===== config.mk =====
export PLATFORM = sky130hd
export DESIGN_NAME = vlan_tag_sequencer
export DESIGN_NICKNAME = d
export VERILOG_FILES = /design/src/rtl/vlan_tag_sequencer.sv
export SDC_FILE = /design/constraint.sdc
export NUM_CORES = 1
export LEC_CHECK = 0
export ABC_AREA = 0
export CORE_ASPECT_RATIO = 2
export CORE_MARGIN = 1
export CORE_UTILIZATION = 51
export CTS_CLUSTER_DIAMETER = 40
export DETAILED_ROUTE_END_ITERATION = 10
export HOLD_SLACK_MARGIN = 0.03
export PLACE_DENSITY = 0.76
export SYNTH_ARGS = -nofsm -noshare
export SYNTH_HDL_FRONTEND = slang
export SYNTH_SLANG_ARGS = --single-unit

===== constraint.sdc =====
create_clock -name clk -period 4.1 [get_ports clk]
set_input_delay 1.025 -clock clk [delete_from_list [all_inputs] [get_ports clk]]
set_output_delay 1.025 -clock clk [all_outputs]
set_load 0.02 [all_outputs]

===== src/rtl/vlan_tag_sequencer.sv =====
// Byte-serial L2 header walker: counts header bytes, peels up to MAX_TAGS stacked
// VLAN tags and emits one result record per frame before draining the payload.
//
// state  | meaning
// IDLE   | waiting for a start-of-frame beat
// MAC    | destination/source MAC bytes 1..11
// ETYPE  | two ethertype/TPID bytes, MSB first
// TCI    | two tag-control bytes, VID captured from the low 12 bits
// RESULT | record presented, input stalled until res_ready
// DRAIN  | discarding payload until end of frame
module vlan_tag_sequencer #(
    parameter int          MAX_TAGS   = 2,
    parameter logic [15:0] TPID_QINQ  = 16'h88A8,
    parameter logic [15:0] TPID_DOT1Q = 16'h8100
) (
    input  logic        clk,
    input  logic        rst,
    input  logic        in_valid,
    output logic        in_ready,
    input  logic [7:0]  in_data,
    input  logic        in_sof,
    input  logic        in_eof,
    output logic        res_valid,
    input  logic        res_ready,
    output logic        vlan_present,
    output logic [1:0]  vlan_count,
    output logic [11:0] outer_vlan_id,
    output logic [11:0] inner_vlan_id,
    output logic [15:0] resolved_ethertype,
    output logic [4:0]  l2_header_len,
    output logic        hdr_error
);

    localparam logic [1:0] MAX_TAGS_C = 2'(MAX_TAGS);

    typedef enum logic [2:0] {
        S_IDLE,
        S_MAC,
        S_ETYPE,
        S_TCI,
        S_RESULT,
        S_DRAIN
    } state_t;

    state_t      state_q;
    logic [4:0]  byte_cnt_q;
    logic [4:0]  byte_cnt_d;
    logic [1:0]  tag_cnt_q;
    logic [7:0]  hi_byte_q;
    logic [11:0] outer_q;
    logic [11:0] inner_q;
    logic        eof_seen_q;

    logic        in_ready_q;
    logic        res_valid_q;
    logic        vlan_present_q;
    logic [1:0]  vlan_count_q;
    logic [11:0] outer_vlan_id_q;
    logic [11:0] inner_vlan_id_q;
    logic [15:0] resolved_ethertype_q;
    logic [4:0]  l2_header_len_q;
    logic        hdr_error_q;

    logic        accept;
    logic [15:0] etype_d;
    logic [11:0] vid_d;
    logic        tag_next;
    logic        sof_restart;
    logic        hdr_beat;
    logic        hdr_done;
    logic        runt;
    logic        res_load;
    logic [4:0]  res_len_d;
    logic [1:0]  res_count_d;
    logic [11:0] res_outer_d;
    logic [11:0] res_inner_d;

    assign accept = in_valid && in_ready_q;

    // Header fields are 2-byte aligned, so byte_cnt[0] marks the second byte of a pair.
    always_comb begin
        byte_cnt_d  = (byte_cnt_q == 5'd31) ? byte_cnt_q : byte_cnt_q + 5'd1;
        etype_d     = {hi_byte_q, in_data};
        vid_d       = {hi_byte_q[3:0], in_data};
        tag_next    = ((etype_d == TPID_QINQ) || (etype_d == TPID_DOT1Q))
                      && (tag_cnt_q < MAX_TAGS_C);
        sof_restart = accept && in_sof;
        hdr_beat    = accept && !in_sof && (state_q inside {S_MAC, S_ETYPE, S_TCI});
        hdr_done    = hdr_beat && (state_q == S_ETYPE) && byte_cnt_q[0] && !tag_next;
        runt        = (sof_restart && in_eof) || (hdr_beat && in_eof && !hdr_done);
        res_load    = hdr_done || runt;
        res_len_d   = sof_restart ? 5'd1  : byte_cnt_d;
        res_count_d = sof_restart ? 2'd0  : tag_cnt_q;
        res_outer_d = sof_restart ? 12'd0 : outer_q;
        res_inner_d = sof_restart ? 12'd0 : inner_q;
    end

    always_ff @(posedge clk) begin
        if (rst) begin
            state_q              <= S_IDLE;
            byte_cnt_q           <= 5'd0;
            tag_cnt_q            <= 2'd0;
            hi_byte_q            <= 8'd0;
            outer_q              <= 12'd0;
            inner_q              <= 12'd0;
            eof_seen_q           <= 1'b0;
            in_ready_q           <= 1'b0;
            res_valid_q          <= 1'b0;
            vlan_present_q       <= 1'b0;
            vlan_count_q         <= 2'd0;
            outer_vlan_id_q      <= 12'd0;
            inner_vlan_id_q      <= 12'd0;
            resolved_ethertype_q <= 16'd0;
            l2_header_len_q      <= 5'd0;
            hdr_error_q          <= 1'b0;
        end else begin
            in_ready_q <= 1'b1;
            if (sof_restart) begin
                byte_cnt_q <= 5'd1;
                tag_cnt_q  <= 2'd0;
                outer_q    <= 12'd0;
                inner_q    <= 12'd0;
                eof_seen_q <= in_eof;
                state_q    <= S_MAC;
            end else if (accept) begin
                byte_cnt_q <= byte_cnt_d;
                case (state_q)
                    S_MAC: begin
                        if (byte_cnt_q == 5'd11) state_q <= S_ETYPE;
                    end
                    S_ETYPE: begin
                        if (!byte_cnt_q[0]) hi_byte_q <= in_data;
                        else if (tag_next)  state_q <= S_TCI;
                        else                eof_seen_q <= in_eof;
                    end
                    S_TCI: begin
                        if (!byte_cnt_q[0]) begin
                            hi_byte_q <= in_data;
                        end else begin
                            if (tag_cnt_q == 2'd0) outer_q <= vid_d;
                            else                   inner_q <= vid_d;
                            tag_cnt_q <= tag_cnt_q + 2'd1;
                            state_q   <= S_ETYPE;
                        end
                    end
                    S_DRAIN: begin
                        if (in_eof) state_q <= S_IDLE;
                    end
                    default: ;
                endcase
            end

            if (res_load) begin
                state_q              <= S_RESULT;
                in_ready_q           <= 1'b0;
                res_valid_q          <= 1'b1;
                vlan_present_q       <= (res_count_d != 2'd0);
                vlan_count_q         <= res_count_d;
                outer_vlan_id_q      <= res_outer_d;
                inner_vlan_id_q      <= res_inner_d;
                resolved_ethertype_q <= runt ? 16'd0 : etype_d;
                l2_header_len_q      <= res_len_d;
                hdr_error_q          <= runt;
                if (runt) eof_seen_q <= 1'b1;
            end else if (state_q == S_RESULT) begin
                if (res_ready) begin
                    res_valid_q <= 1'b0;
                    state_q     <= eof_seen_q ? S_IDLE : S_DRAIN;
                end else begin
                    in_ready_q <= 1'b0;
                end
            end
        end
    end

    assign in_ready           = in_ready_q;
    assign res_valid          = res_valid_q;
    assign vlan_present       = vlan_present_q;
    assign vlan_count         = vlan_count_q;
    assign outer_vlan_id      = outer_vlan_id_q;
    assign inner_vlan_id      = inner_vlan_id_q;
    assign resolved_ethertype = resolved_ethertype_q;
    assign l2_header_len      = l2_header_len_q;
    assign hdr_error          = hdr_error_q;

endmodule


==> out/results.txt, run 1 <==
Routed WL per cell: 16.9 µm
Share of cells above drive strength 1: 7.76%
Clock latency on the worst-skew pair: 0.35 ns
Vias per cell: 5.70
WHS: 0.456 ns
Synth cell types: 53
GRT Util Overall: 25.8%
ANT nets after route: 0
Sinks on Clock Net: 94
Dpl hpwl: 6.32 mm
Synth async-reset ratio: 0%
Die W: 61.9 µm
Final Max Slew Viols: 0
H-tree depth: 3
Setup Buffers After CTS: 0
RSZ-0062 raised after global routing: no
Cts repair resizes: 0
CP Capture Type: flop
Lkg Pwr: 1.67 nW
Root buffer cell: clkbuf_16
Via count: 3012
Slowest cell on crit path: a221o_1
Initial drt markers: 176
Critical path launch point type: primary input
Area of the core: 6940 µm²
Global-route wire length before repair: 13.8 mm
Levels on crit path: 7
Buf/Inv on CP: 2
Overflow after GRT: 0
Sequential fraction of the synthesis area: 51.4%
Peak VDD IR: 0.000298 V
Setup crit start: in_data[5]
Syn Std Cell Area: 3660 µm²
Max Freq: 331 MHz
Final setup violation count: 0
CP endpoint: resolved_ethertype[3]
RR Endpoint: resolved_ethertype[3]
WP data required: 4.30 ns
Die Footprint: 7540 µm²
CP Cell Sequence: clkdlybuf4s50_1, nor4b_2, mux2i_2, o211ai_2, buf_4, a221o_1, a21oi_1
First-pass iteration count of the detailed router: 4
MaxCap Viol Count: 0
Pin count of the biggest net entering global routing: 35
Port Buffers: 64
Arrival @ worst endpoint: 3.22 ns
Ports: 65
Final core occ: 66.8%
Vias in the first global route: 2881
Power Density: 414 nW/µm²
TritonCTS buffer count: 9
Die Y: 122 µm
Max Fanout on Critical Path: 23
Crit share post-route: 73.7%
Min-Delay Path Class: reg2reg
Seq cells post-synth: 94
Final #Nets: 449
CTS Hold Buffers Added: 0
Leading cell types in the layout, fill and taps excluded: dfxtp_1, clkdlybuf4s50_1, nand2_1
Clock transition at path regs: 0.07 ns
CTS tree: done
Worst R2R Setup Slack: 1.86 ns
Synthesized net count: 394
Final wirelength: 8.91 mm
Worst-case clock buffer depth: 2
Setup TNS Final: 0 ns
Ant. Diodes: 0
Final Hold Viols: 0
DRC: 0
Syn_area_per_cell: 9.69 µm²
Starting Density: 52.8%
Synth Flop Type: dfxtp_1
Area Overhead vs Synth: 26.7%
Worst-Margin Slew: 0.659 ns
Worst R2R Start: hi_byte_q[0]
Crit path max-delay family: compound AO/OA/AOI/OAI gates
Crit-path max cell delay: 0.57 ns
Num rows: 43
Total chip power: 1.92 mW
Syn. warnings: 0
Status: complete, no violations
Min cycle time layout: 3.02 ns
Initial antenna violation count: 0
Routability Congestion: 0.892
EDFF count, synth: 0
Max-slew headroom: 56.1%
Commonest non-fill, non-tap cell in the layout: dfxtp_1
Worst Skew: 0.00888 ns
R2R depth: 6
Crit Path Class: in2reg
Synth Instances: 378
[worst min-delay path by stage]
stage                start           to  depth (start not counted)
2_1_floorplan   outer_q[0]   outer_q[0]                          2
3_3_place_gp    outer_q[8]   outer_q[8]                          2
3_5_place_dp   outer_q[11]  outer_q[11]                          2
4_1_cts        outer_q[11]  outer_q[11]                          2
5_1_grt         outer_q[6]   outer_q[6]                          2
6_report       outer_q[10]  outer_q[10]                          2
[power by group]
part           switching [mW]  leakage [nW]  internal [mW]
Combinational          0.0536         0.754         0.0337
Sequential            0.00864         0.758          0.919
Clock                   0.350         0.155          0.553
Total                   0.413          1.67           1.51
[worst reg2reg max path, stage by stage (launching register included)]
cell and delay [ns]:
dfxtp_1 0.50, and4b_1 0.25, mux2i_2 0.31, o211ai_2 0.13, buf_4 0.23, a221o_1 0.54
a21oi_1 0.21
[state kept, by name (all words and copies together), names as in the netlist]
register / cells
resolved_ethertype: 16
inner_q: 12
inner_vlan_id: 12
outer_q: 12
outer_vlan_id: 12
hi_byte_q: 8
byte_cnt_q: 5
l2_header_len: 5
state_q: 3
tag_cnt_q: 2
vlan_count: 2
eof_seen_q: 1
hdr_error: 1
in_ready: 1
res_valid: 1
vlan_present: 1
[through the flow]
step / std cells / setup slack (ns) / area [µm²]
final: 528 / 1.08 / 4640
after global routing: 528 / 0.853 / 4640
after detailed placement: 512 / 0.732 / 4310
after floorplan: 378 / 1.61 / 3660
after global placement: 512 / 0.847 / 4310
after CTS: 528 / 1.06 / 4640
[layer usage]
layer / part of all wire [%] / GRT usage (%) / wire, µm
met5: 0 / 0 / 0
met2: 54 / 45.1 / 4790
met4: 5.8 / 17.8 / 520
met3: 2.4 / 3.61 / 217
met1: 38 / 26.5 / 3380
[kinds of logic after synthesis]
group,count (synthesis),synth area share (%)
flops,94,51.4
compound gates,96,18.2
simple gates,127,17.4
buf+inv,31,4.68
mux,24,6.70
fa+ha+maj,2,0.683
xor+xnor,4,0.957
[area by class of cell]
type	count	area, µm²
fill	543	2300
sequential	94	1880
multi-input combinational	253	1610
timing repair buffer	70	686
clock buffer	10	239
tap	90	113
clock inverter	6	92.6
inverter	5	18.8
[cell usage after synthesis (2+ instances only)]
library cell,n,area share [%]
o21ba_1,2,0.55
nand3_1,15,2.0
and3_1,4,0.68
o41ai_1,2,0.48
mux2i_1,22,6.0
clkbuf_1,12,1.2
nor2_1,30,3.1
nand2b_1,2,0.34
nand4b_1,3,0.72
o21ai_0,6,0.82
nor4b_2,3,1.2
buf_1,2,0.21
a22o_1,25,6.0
nor2b_1,2,0.34
o21ai_1,2,0.27
buf_6,6,1.8
ha_1,2,0.68
nand2_1,52,5.3
inv_1,4,0.41
a221o_1,2,0.55
a211oi_1,5,1.0
dfxtp_1,94,51
buf_2,5,0.68
nor3_1,3,0.41
a21oi_1,39,5.3
nor4_1,2,0.34
xnor2_1,4,0.96
o31ai_1,3,0.61
Power figures use the tool's default switching activity.
==> run 2: changes to the inputs <==
- CORE_UTILIZATION: 51 -> 47
- PLACE_DENSITY: 0.76 -> 0.73
- clock period: 4.1 -> 2.6 ns (I/O delays scaled with it)
==> out/results.txt, run 2 (same netlist as run 1, synthesis figures left out) <==
DRC: 0
Final wirelength: 9.15 mm
Slowest cell on crit path: clkdlybuf4s50_1
Area Overhead vs Synth: 32.1%
Fill cells: 645
Final worst-path setup slack: 0.210 ns
Setup Buffers After CTS: 0
H-tree depth: 3
Clock transition at path regs: 0.06 ns
Largest register FFs: 16
Worst Skew: 0.00414 ns
Overflow after GRT: 0
CP Cell Sequence: clkdlybuf4s50_1, and4b_1, mux2i_2, o211ai_2, a221o_1, buf_4, a21oi_1
TritonCTS buffer count: 9
Vias in the first global route: 3049
Global-route wire length before repair: 14.8 mm
Area of the core: 7540 µm²
Worst R2R Setup Slack: 0.58 ns
Die Footprint: 8170 µm²
Worst-Margin Slew: 0.478 ns
CTS tree: done
ANT nets after route: 0
Worst-case clock buffer depth: 2
Routed WL per cell: 16.3 µm
Clock latency on the worst-skew pair: 0.34 ns
Beginning of the worst hold path: outer_q[7]
Sinks on Clock Net: 94
Hold Path End: outer_q[7]
Starting Density: 48.5%
Ports: 65
Cts repair resizes: 0
Peak VDD IR: 0.000385 V
Total chip power: 2.85 mW
Vias per cell: 5.56
Dpl hpwl: 6.91 mm
RR Endpoint: vlan_present
Port Buffers: 64
WHS: 0.457 ns
Max Freq: 418 MHz
Final Max Slew Viols: 0
Pre-CTS setup slack: -0.0818 ns
Num rows: 45
WP data required: 2.86 ns
Final #Nets: 479
Pin count of the biggest net entering global routing: 27
Final Hold Viols: 0
Worst R2R Start: tag_cnt_q[1]
Commonest non-fill, non-tap cell in the layout: dfxtp_1
Max Fanout on Critical Path: 9
Die Y: 127 µm
Arrival @ worst endpoint: 2.65 ns
Max-slew headroom: 67.7%
Hold path depth: 2
Leading cell types in the layout, fill and taps excluded: dfxtp_1, clkdlybuf4s50_1, nand2_1
Lkg Pwr: 1.80 nW
Critical path launch point type: primary input
Crit share post-route: 91.9%
Ant. Diodes: 0
CP Capture Type: flop
Via count: 3117
Initial drt markers: 152
First-pass iteration count of the detailed router: 4
Min-Delay Path Class: reg2reg
Power Density: 588 nW/µm²
Initial antenna violation count: 0
Root buffer cell: clkbuf_16
GRT Util Overall: 24.0%
CTS Hold Buffers Added: 0
Crit-path max cell delay: 0.55 ns
MaxCap Viol Count: 0
Die W: 64.4 µm
Crit Path Class: in2reg
Status: complete, no violations
Routability Congestion: 0.921
Share of cells above drive strength 1: 13.5%
Final setup violation count: 0
Min cycle time layout: 2.39 ns
R2R depth: 5
RSZ-0062 raised after global routing: no
[run 2: cell type report]
class / count / area, µm² / share of cell area (%)
clock inverter: 5 / 35.0 / 0.724
inverter: 5 / 18.8 / 0.388
tap: 94 / 118 / 2.43
multi-input combinational: 253 / 1610 / 33.3
timing repair buffer: 100 / 936 / 19.3
clock buffer: 10 / 239 / 4.94
sequential: 94 / 1880 / 38.9
[run 2: metrics by stage]
stage	TNS [ns]	cells	area (µm²)	util [%]
after floorplan	0	378	3660	-
after global placement	-0.711	546	4560	60.5
after detailed placement	-2.80	546	4560	60.5
after CTS	0	561	4840	64.1
after global routing	0	561	4840	64.1
final	0	561	4840	64.1
[run 2: where the power goes]
group	internal [mW]	leakage (nW)	total, mW	switching [mW]
clock network	0.670	0.135	1.21	0.539
registers	1.45	0.758	1.46	0.0138
logic	0.0783	0.906	0.172	0.0940
total	2.20	1.80	2.85	0.647
[run 2: worst max-delay path: cells and delay by family]
family | cells | cell delay, ns
compound gates | 3 | 0.74
buf+inv | 2 | 0.74
mux | 1 | 0.25
simple gates | 1 | 0.27
[run 2: routing by layer]
layer	GRT usage [%]	share of wire [%]	vias to the layer above
li1	-	-	1519
met1	24.7	37	1473
met2	41.6	53	83
met3	4.05	3.2	42
met4	18.8	6.5	0
met5	0	0	-
[run 2: how the worst max path moves through the flow]
stage,slack [ns],depth (start not counted),from,end
2_1_floorplan,0.49,6,in_data[6],vlan_present
3_3_place_gp,-0.04,7,in_data[7],resolved_ethertype[5]
3_5_place_dp,-0.08,7,in_data[7],resolved_ethertype[11]
4_1_cts,0.24,7,in_data[7],resolved_ethertype[0]
5_1_grt,0.15,7,in_data[7],resolved_ethertype[0]
6_report,0.21,7,in_data[7],resolved_ethertype[0]
